$ cat config.mk
export PLATFORM = sky130hd
export DESIGN_NAME = ex_mdu
export DESIGN_NICKNAME = d
export VERILOG_FILES = /design/src/rtl/ex_mdu_pkg.sv /design/src/rtl/ex_mdu_sign_fix.sv /design/src/rtl/ex_mdu.sv
export SDC_FILE = /design/constraint.sdc
export NUM_CORES = 2
export LEC_CHECK = 0
export CORE_MARGIN = 2
export CORE_UTILIZATION = 50
export DETAILED_ROUTE_END_ITERATION = 6
export PLACE_DENSITY = 0.71
export SKIP_CTS_REPAIR_TIMING = 1
export SLEW_MARGIN = 15
export SYNTH_ARGS = -nofsm -noshare
export SYNTH_HDL_FRONTEND = slang
export SYNTH_HIERARCHICAL = 1
export SYNTH_SLANG_ARGS = --single-unit
$ cat constraint.sdc
create_clock -name clk -period 10.24 [get_ports clk]
set_clock_uncertainty 0.05 [all_clocks]
set_input_delay 1.024 -clock clk [delete_from_list [all_inputs] [get_ports clk]]
set_output_delay 1.024 -clock clk [all_outputs]
set_load 0.01 [all_outputs]
$ cat src/rtl/ex_mdu_pkg.sv
// Shared definitions for the RV32M multiply/divide execute unit:
// funct3 operation codes, FSM states and operand signedness helpers.
package ex_mdu_pkg;

    typedef enum logic [2:0] {
        MDU_MUL    = 3'd0,
        MDU_MULH   = 3'd1,
        MDU_MULHSU = 3'd2,
        MDU_MULHU  = 3'd3,
        MDU_DIV    = 3'd4,
        MDU_DIVU   = 3'd5,
        MDU_REM    = 3'd6,
        MDU_REMU   = 3'd7
    } mdu_op_e;

    typedef enum logic [1:0] {
        ST_IDLE = 2'd0,
        ST_CALC = 2'd1,
        ST_DONE = 2'd2
    } mdu_state_e;

    localparam int unsigned MDU_XLEN_DEFAULT = 32;

    function automatic logic op1_signed(input mdu_op_e op);
        return op inside {MDU_MUL, MDU_MULH, MDU_MULHSU, MDU_DIV, MDU_REM};
    endfunction

    function automatic logic op2_signed(input mdu_op_e op);
        return op inside {MDU_MUL, MDU_MULH, MDU_DIV, MDU_REM};
    endfunction

endpackage

$ cat src/rtl/ex_mdu_sign_fix.sv
// Conditional two's-complement negate: absolute value of operands and
// sign correction of the unsigned iteration result.
module mdu_sign_fix #(
    parameter int unsigned W = 32
) (
    input  logic [W-1:0] val_i,
    input  logic         neg_i,
    output logic [W-1:0] val_o
);

    always_comb begin
        val_o = neg_i ? (~val_i + W'(1)) : val_i;
    end

endmodule

$ cat src/rtl/ex_mdu.sv
// Multi-cycle RV32M multiply/divide unit: shift-add multiply (MUL_UNROLL
// bits per cycle), restoring radix-2 divide, stall request while busy.
module ex_mdu
    import ex_mdu_pkg::*;
#(
    parameter int unsigned XLEN       = MDU_XLEN_DEFAULT,
    parameter int unsigned MUL_UNROLL = 4,
    parameter int unsigned REG_ADDR_W = 5
) (
    input  logic                  clk,
    input  logic                  rst,
    input  logic                  start_i,
    input  logic [2:0]            op_i,
    input  logic [XLEN-1:0]       op1_i,
    input  logic [XLEN-1:0]       op2_i,
    input  logic [REG_ADDR_W-1:0] wd_i,
    input  logic                  flush_i,
    output logic                  busy_o,
    output logic                  stall_req_o,
    output logic                  done_o,
    output logic [XLEN-1:0]       result_o,
    output logic [REG_ADDR_W-1:0] wd_o,
    output logic                  wreg_o
);

    localparam int unsigned DW    = 2 * XLEN;
    localparam int unsigned CNT_W = $clog2(XLEN);
    localparam logic [CNT_W-1:0] MUL_LAST  = CNT_W'(XLEN / MUL_UNROLL - 1);
    localparam logic [CNT_W-1:0] DIV_LAST  = CNT_W'(XLEN - 1);
    localparam logic [XLEN-1:0]  ZERO_WORD = '0;
    localparam logic [XLEN-1:0]  ONES_WORD = '1;
    localparam logic [XLEN-1:0]  MIN_WORD  = {1'b1, {(XLEN-1){1'b0}}};

    mdu_state_e            state_q, state_d;
    mdu_op_e               op_q, op_d;
    logic [REG_ADDR_W-1:0] wd_q, wd_d;
    logic [DW-1:0]         acc_q, acc_d;
    logic [DW-1:0]         mcand_q, mcand_d;
    logic [XLEN-1:0]       mplier_q, mplier_d;
    logic [CNT_W-1:0]      cnt_q, cnt_d;
    logic                  neg_q, neg_d;
    logic                  rem_neg_q, rem_neg_d;
    logic [XLEN-1:0]       result_q, result_d;

    mdu_op_e         op_in;
    logic            neg1, neg2, div_zero, div_ovf;
    logic [XLEN-1:0] abs1, abs2;

    assign op_in = mdu_op_e'(op_i);
    assign neg1  = op1_signed(op_in) & op1_i[XLEN-1];
    assign neg2  = op2_signed(op_in) & op2_i[XLEN-1];

    mdu_sign_fix #(.W(XLEN)) u_abs1 (.val_i(op1_i), .neg_i(neg1), .val_o(abs1));
    mdu_sign_fix #(.W(XLEN)) u_abs2 (.val_i(op2_i), .neg_i(neg2), .val_o(abs2));

    assign div_zero = (op2_i == ZERO_WORD);
    assign div_ovf  = (op_in inside {MDU_DIV, MDU_REM}) &&
                      (op1_i == MIN_WORD) && (op2_i == ONES_WORD);

    logic [DW-1:0]   mul_nxt, div_nxt, prod_fix;
    logic [XLEN:0]   rem_shift, div_diff;
    logic [XLEN-1:0] quot_fix, rem_fix, calc_result;

    always_comb begin
        mul_nxt = acc_q;
        for (int unsigned i = 0; i < MUL_UNROLL; i++) begin
            if (mplier_q[i]) mul_nxt = mul_nxt + (mcand_q << i);
        end
    end

    // Divide packs {remainder, dividend/quotient} into acc_q; divisor sits in mcand_q low half.
    always_comb begin
        rem_shift = {acc_q[DW-1:XLEN], acc_q[XLEN-1]};
        div_diff  = rem_shift - {1'b0, mcand_q[XLEN-1:0]};
        if (div_diff[XLEN]) div_nxt = {rem_shift[XLEN-1:0], acc_q[XLEN-2:0], 1'b0};
        else                div_nxt = {div_diff[XLEN-1:0], acc_q[XLEN-2:0], 1'b1};
    end

    mdu_sign_fix #(.W(DW))   u_fix_prod (.val_i(mul_nxt), .neg_i(neg_q), .val_o(prod_fix));
    mdu_sign_fix #(.W(XLEN)) u_fix_quot (.val_i(div_nxt[XLEN-1:0]), .neg_i(neg_q), .val_o(quot_fix));
    mdu_sign_fix #(.W(XLEN)) u_fix_rem  (.val_i(div_nxt[DW-1:XLEN]), .neg_i(rem_neg_q), .val_o(rem_fix));

    always_comb begin
        case (op_q)
            MDU_MUL:                        calc_result = prod_fix[XLEN-1:0];
            MDU_MULH, MDU_MULHSU, MDU_MULHU: calc_result = prod_fix[DW-1:XLEN];
            MDU_DIV, MDU_DIVU:              calc_result = quot_fix;
            default:                        calc_result = rem_fix;
        endcase
    end

    always_comb begin
        state_d   = state_q;
        op_d      = op_q;
        wd_d      = wd_q;
        acc_d     = acc_q;
        mcand_d   = mcand_q;
        mplier_d  = mplier_q;
        cnt_d     = cnt_q;
        neg_d     = neg_q;
        rem_neg_d = rem_neg_q;
        result_d  = result_q;

        case (state_q)
            ST_IDLE: begin
                if (start_i && !flush_i) begin
                    op_d      = op_in;
                    wd_d      = wd_i;
                    neg_d     = neg1 ^ neg2;
                    rem_neg_d = neg1;
                    cnt_d     = '0;
                    if (op_i[2] && div_zero) begin
                        result_d = op_i[1] ? op1_i : ONES_WORD;
                        state_d  = ST_DONE;
                    end else if (div_ovf) begin
                        result_d = op_i[1] ? ZERO_WORD : op1_i;
                        state_d  = ST_DONE;
                    end else if (op_i[2]) begin
                        acc_d   = {ZERO_WORD, abs1};
                        mcand_d = {ZERO_WORD, abs2};
                        state_d = ST_CALC;
                    end else begin
                        acc_d    = '0;
                        mcand_d  = {ZERO_WORD, abs1};
                        mplier_d = abs2;
                        state_d  = ST_CALC;
                    end
                end
            end
            ST_CALC: begin
                cnt_d = cnt_q + CNT_W'(1);
                if (op_q[2]) begin
                    acc_d = div_nxt;
                end else begin
                    acc_d    = mul_nxt;
                    mcand_d  = mcand_q << MUL_UNROLL;
                    mplier_d = mplier_q >> MUL_UNROLL;
                end
                if (cnt_q == (op_q[2] ? DIV_LAST : MUL_LAST)) begin
                    result_d = calc_result;
                    state_d  = ST_DONE;
                end
            end
            default: state_d = ST_IDLE;
        endcase

        if (flush_i) begin
            state_d  = ST_IDLE;
            result_d = result_q;
        end
    end

    always_ff @(posedge clk or negedge rst) begin
        if (!rst) begin
            state_q   <= ST_IDLE;
            op_q      <= MDU_MUL;
            wd_q      <= '0;
            acc_q     <= '0;
            mcand_q   <= '0;
            mplier_q  <= '0;
            cnt_q     <= '0;
            neg_q     <= 1'b0;
            rem_neg_q <= 1'b0;
            result_q  <= '0;
        end else begin
            state_q   <= state_d;
            op_q      <= op_d;
            wd_q      <= wd_d;
            acc_q     <= acc_d;
            mcand_q   <= mcand_d;
            mplier_q  <= mplier_d;
            cnt_q     <= cnt_d;
            neg_q     <= neg_d;
            rem_neg_q <= rem_neg_d;
            result_q  <= result_d;
        end
    end

    assign busy_o      = (state_q != ST_IDLE);
    assign stall_req_o = ((state_q == ST_IDLE) && start_i && !flush_i) || (state_q == ST_CALC);
    assign done_o      = (state_q == ST_DONE);
    assign wreg_o      = done_o;
    assign result_o    = result_q;
    assign wd_o        = wd_q;

endmodule

==> impl_metrics.py <==
metrics = {
    "worst_setup_path": {
        "endpoint_kind": "register",
        "critPathMaxFanout": 6,
        "cp-start-kind": "register",
        "crit_top_cell": "buf_4",
        "cp.required_ns": 10.67,
        "crit_type": "reg2reg",
        "max_stage_delay_ns": 0.59,
        "cp_slowest_cell": "or4_4",
        "critPathArrivalTime_ns": 11.21,
    },
    "synthesis": {
        "synth.most_common_cell": "nand2_1",
        "synth_ff_type": "dfrtp_1",
        "synthDistinctLibCells": 107,
        "syn_nets": 5238,
        "synth_top_area_share_pct": 14.9,
        "synthTopCellsByCount": "nand2_1 (663), a21oi_1 (459), o21ai_0 (442), xnor2_1 (340), nor2_1 (334)",
        "yosys.area.top_type": "dfrtp_1",
        "synthCells": 4869,
        "syn_avg_cell_area_um2": 7.23,
        "synth_seq_cells": 209,
        "synth-seq-area-share_pct": 14.9,
        "yosys_warnings": 6,
        "synth_edf_count": 0,
        "synth.area.top_cells": "dfrtp_1 (15%), ha_1 (10%), xnor2_1 (8.5%), nand2_1 (7.1%), a21oi_1 (6.5%)",
        "ys_async_sr_fraction_pct": 100,
        "netlist_area_um2": 35200,
    },
    "sta": {
        "period_needed_ns": 10.79,
        "grt_setup_unrepaired": "yes",
        "finalMaxSlewViolations": 0,
        "max_freq_mhz": 92.7,
        "max-slew-margin-rel_pct": 18.3,
        "setup_slack_ns": -0.547,
        "hold_viol_final": 0,
        "tightest_slew_ns": 1.22,
        "period_share_pct": 105,
        "tns_ns": -7.92,
        "setup_viol": 29,
    },
    "cts": {
        "clock_path_buffers": 3,
        "cts_made_buffers": 26,
        "clkTransAtPathRegs_ns": 0.07,
        "clock_latency_ns": 0.61,
        "cts_tree": "built",
        "cts_max_level": 1,
        "cts_sinks": 209,
        "cts-root-buf": "clkbuf_16",
    },
    "detailed_routing": {
        "viasPerCell": 6.30,
        "drt-initial-drc-count": 4948,
        "drtPass1Iterations": 7,
        "antenna_left": 0,
        "post_drt_wl_per_cell_um": 23.9,
        "wl_mm": 165,
        "drc": 0,
        "num_vias": 43443,
    },
    "layout": {
        "final_area_um2": 48900,
        "fin_cells": 6892,
        "syn_to_final_growth_pct": 39.0,
        "final_layout_size_suffix_gt1_share_pct": 31.4,
        "nets": 6299,
    },
    "floorplan": {
        "dieArea_um2": 72600,
        "rows": 97,
        "io_pins": 117,
        "chipWidth_um": 269,
        "die_h_um": 269,
        "design.core.area_um2": 69900,
        "start_util_pct": 50.4,
    },
    "place": {
        "gp_congestion": 1.05,
        "placed_cell_area_um2": 45100,
        "io_buffers": 116,
        "dp_hpwl_mm": 130,
        "dp_slack_ns": -1.15,
        "dp_cells": 6781,
    },
    "status": {
        "violations": "setup timing",
        "status": "finished with violations",
    },
    "worst_hold_path": {
        "hold_class": "in2async",
    },
    "global_routing": {
        "antenna_found_initial": 1,
        "grt_pass1_vias": 40399,
        "grt_pass1_wl_mm": 242,
        "grt_use_total_pct": 42.6,
        "grt_remaining_overflow": 0,
        "grt_max_degree": 153,
    },
    "flow_run": {
        "maxCapViolCount": 0,
    },
}
logic make-up after synthesis:
| family | after synthesis | share of synthesized area, % |
|---|---|---|
| AO/OA/AOI/OAI | 1699 | 30.9 |
| XOR/XNOR | 434 | 10.8 |
| flip-flops | 209 | 14.9 |
| multiplexers | 195 | 6.02 |
| AND/OR/NAND/NOR | 1585 | 21.9 |
| buffers and inverters | 453 | 4.97 |
| adder cells (fa/ha/maj) | 294 | 10.5 |
final timing paths:
| kind | slack, ns | to | from | cells past startpoint |
|---|---|---|---|---|
| setup / recovery | -0.55 | result_o[22] | acc_q[0] | 53 |
| hold / removal | 0.43 | mcand_q[42] | rst | 1 |
| setup reg to reg | -0.55 | result_o[22] | acc_q[0] | 53 |
| hold reg to reg | 0.43 | result_o[17] | result_o[17] | 2 |
| max in group asynchronous | 8.21 | op_q[2] | rst | 2 |
| min in group clk | 0.43 | result_o[17] | result_o[17] | 2 |
final cells by class:
type | instances | area [µm²]
sequential | 209 | 5240
fill | 5917 | 21000
antenna | 2 | 5.00
timing repair buffer | 1311 | 10200
clock inverter | 16 | 125
multi-input combinational | 4207 | 30800
tap | 940 | 1180
clock buffer | 32 | 703
inverter | 175 | 657
layout by cell type, fill, tap and decap left out, types with 93 or more instances in the layout:
master,count
a21o_1,136
a21oi_1,354
buf_4,1183
clkdlybuf4s50_1,114
dfrtp_1,203
ha_1,235
inv_1,166
mux2_2,110
nand2_1,650
nand4_1,93
nor2_1,312
o21ai_0,351
xnor2_1,336
flip-flops by register name, indices dropped and copies added (netlist names):
signal / flops
acc_q: 64
mcand_q: 64
mplier_q: 32
result_o: 32
cnt_q: 5
wd_o: 5
op_q: 3
state_q: 2
neg_q: 1
rem_neg_q: 1
critical path, delay by kind of cell, from the launching register on:
family          cells  cell delay [ns]
compound gates     19             3.65
fa+ha+maj           5             1.46
simple gates       16             3.01
mux                 2             0.58
buf+inv             6             0.79
flops               1             0.39
xor+xnor            5             0.70
routing by layer:
metal	global-route usage, %	share of wire (%)
met5	0	0
met3	6.58	8.4
met2	68.8	44
met4	28.3	8.6
met1	52.5	38
stage by stage:
stage,hold WS [ns],utilization (%)
after global routing,0.460,70.0
after floorplan,0.439,-
after global placement,0.416,64.5
final,0.432,70.0
after detailed placement,0.419,64.5
after CTS,0.434,65.7
Power is not shown: default switching activity piles up to over one toggle a cycle in this logic, so the estimate is an artifact.
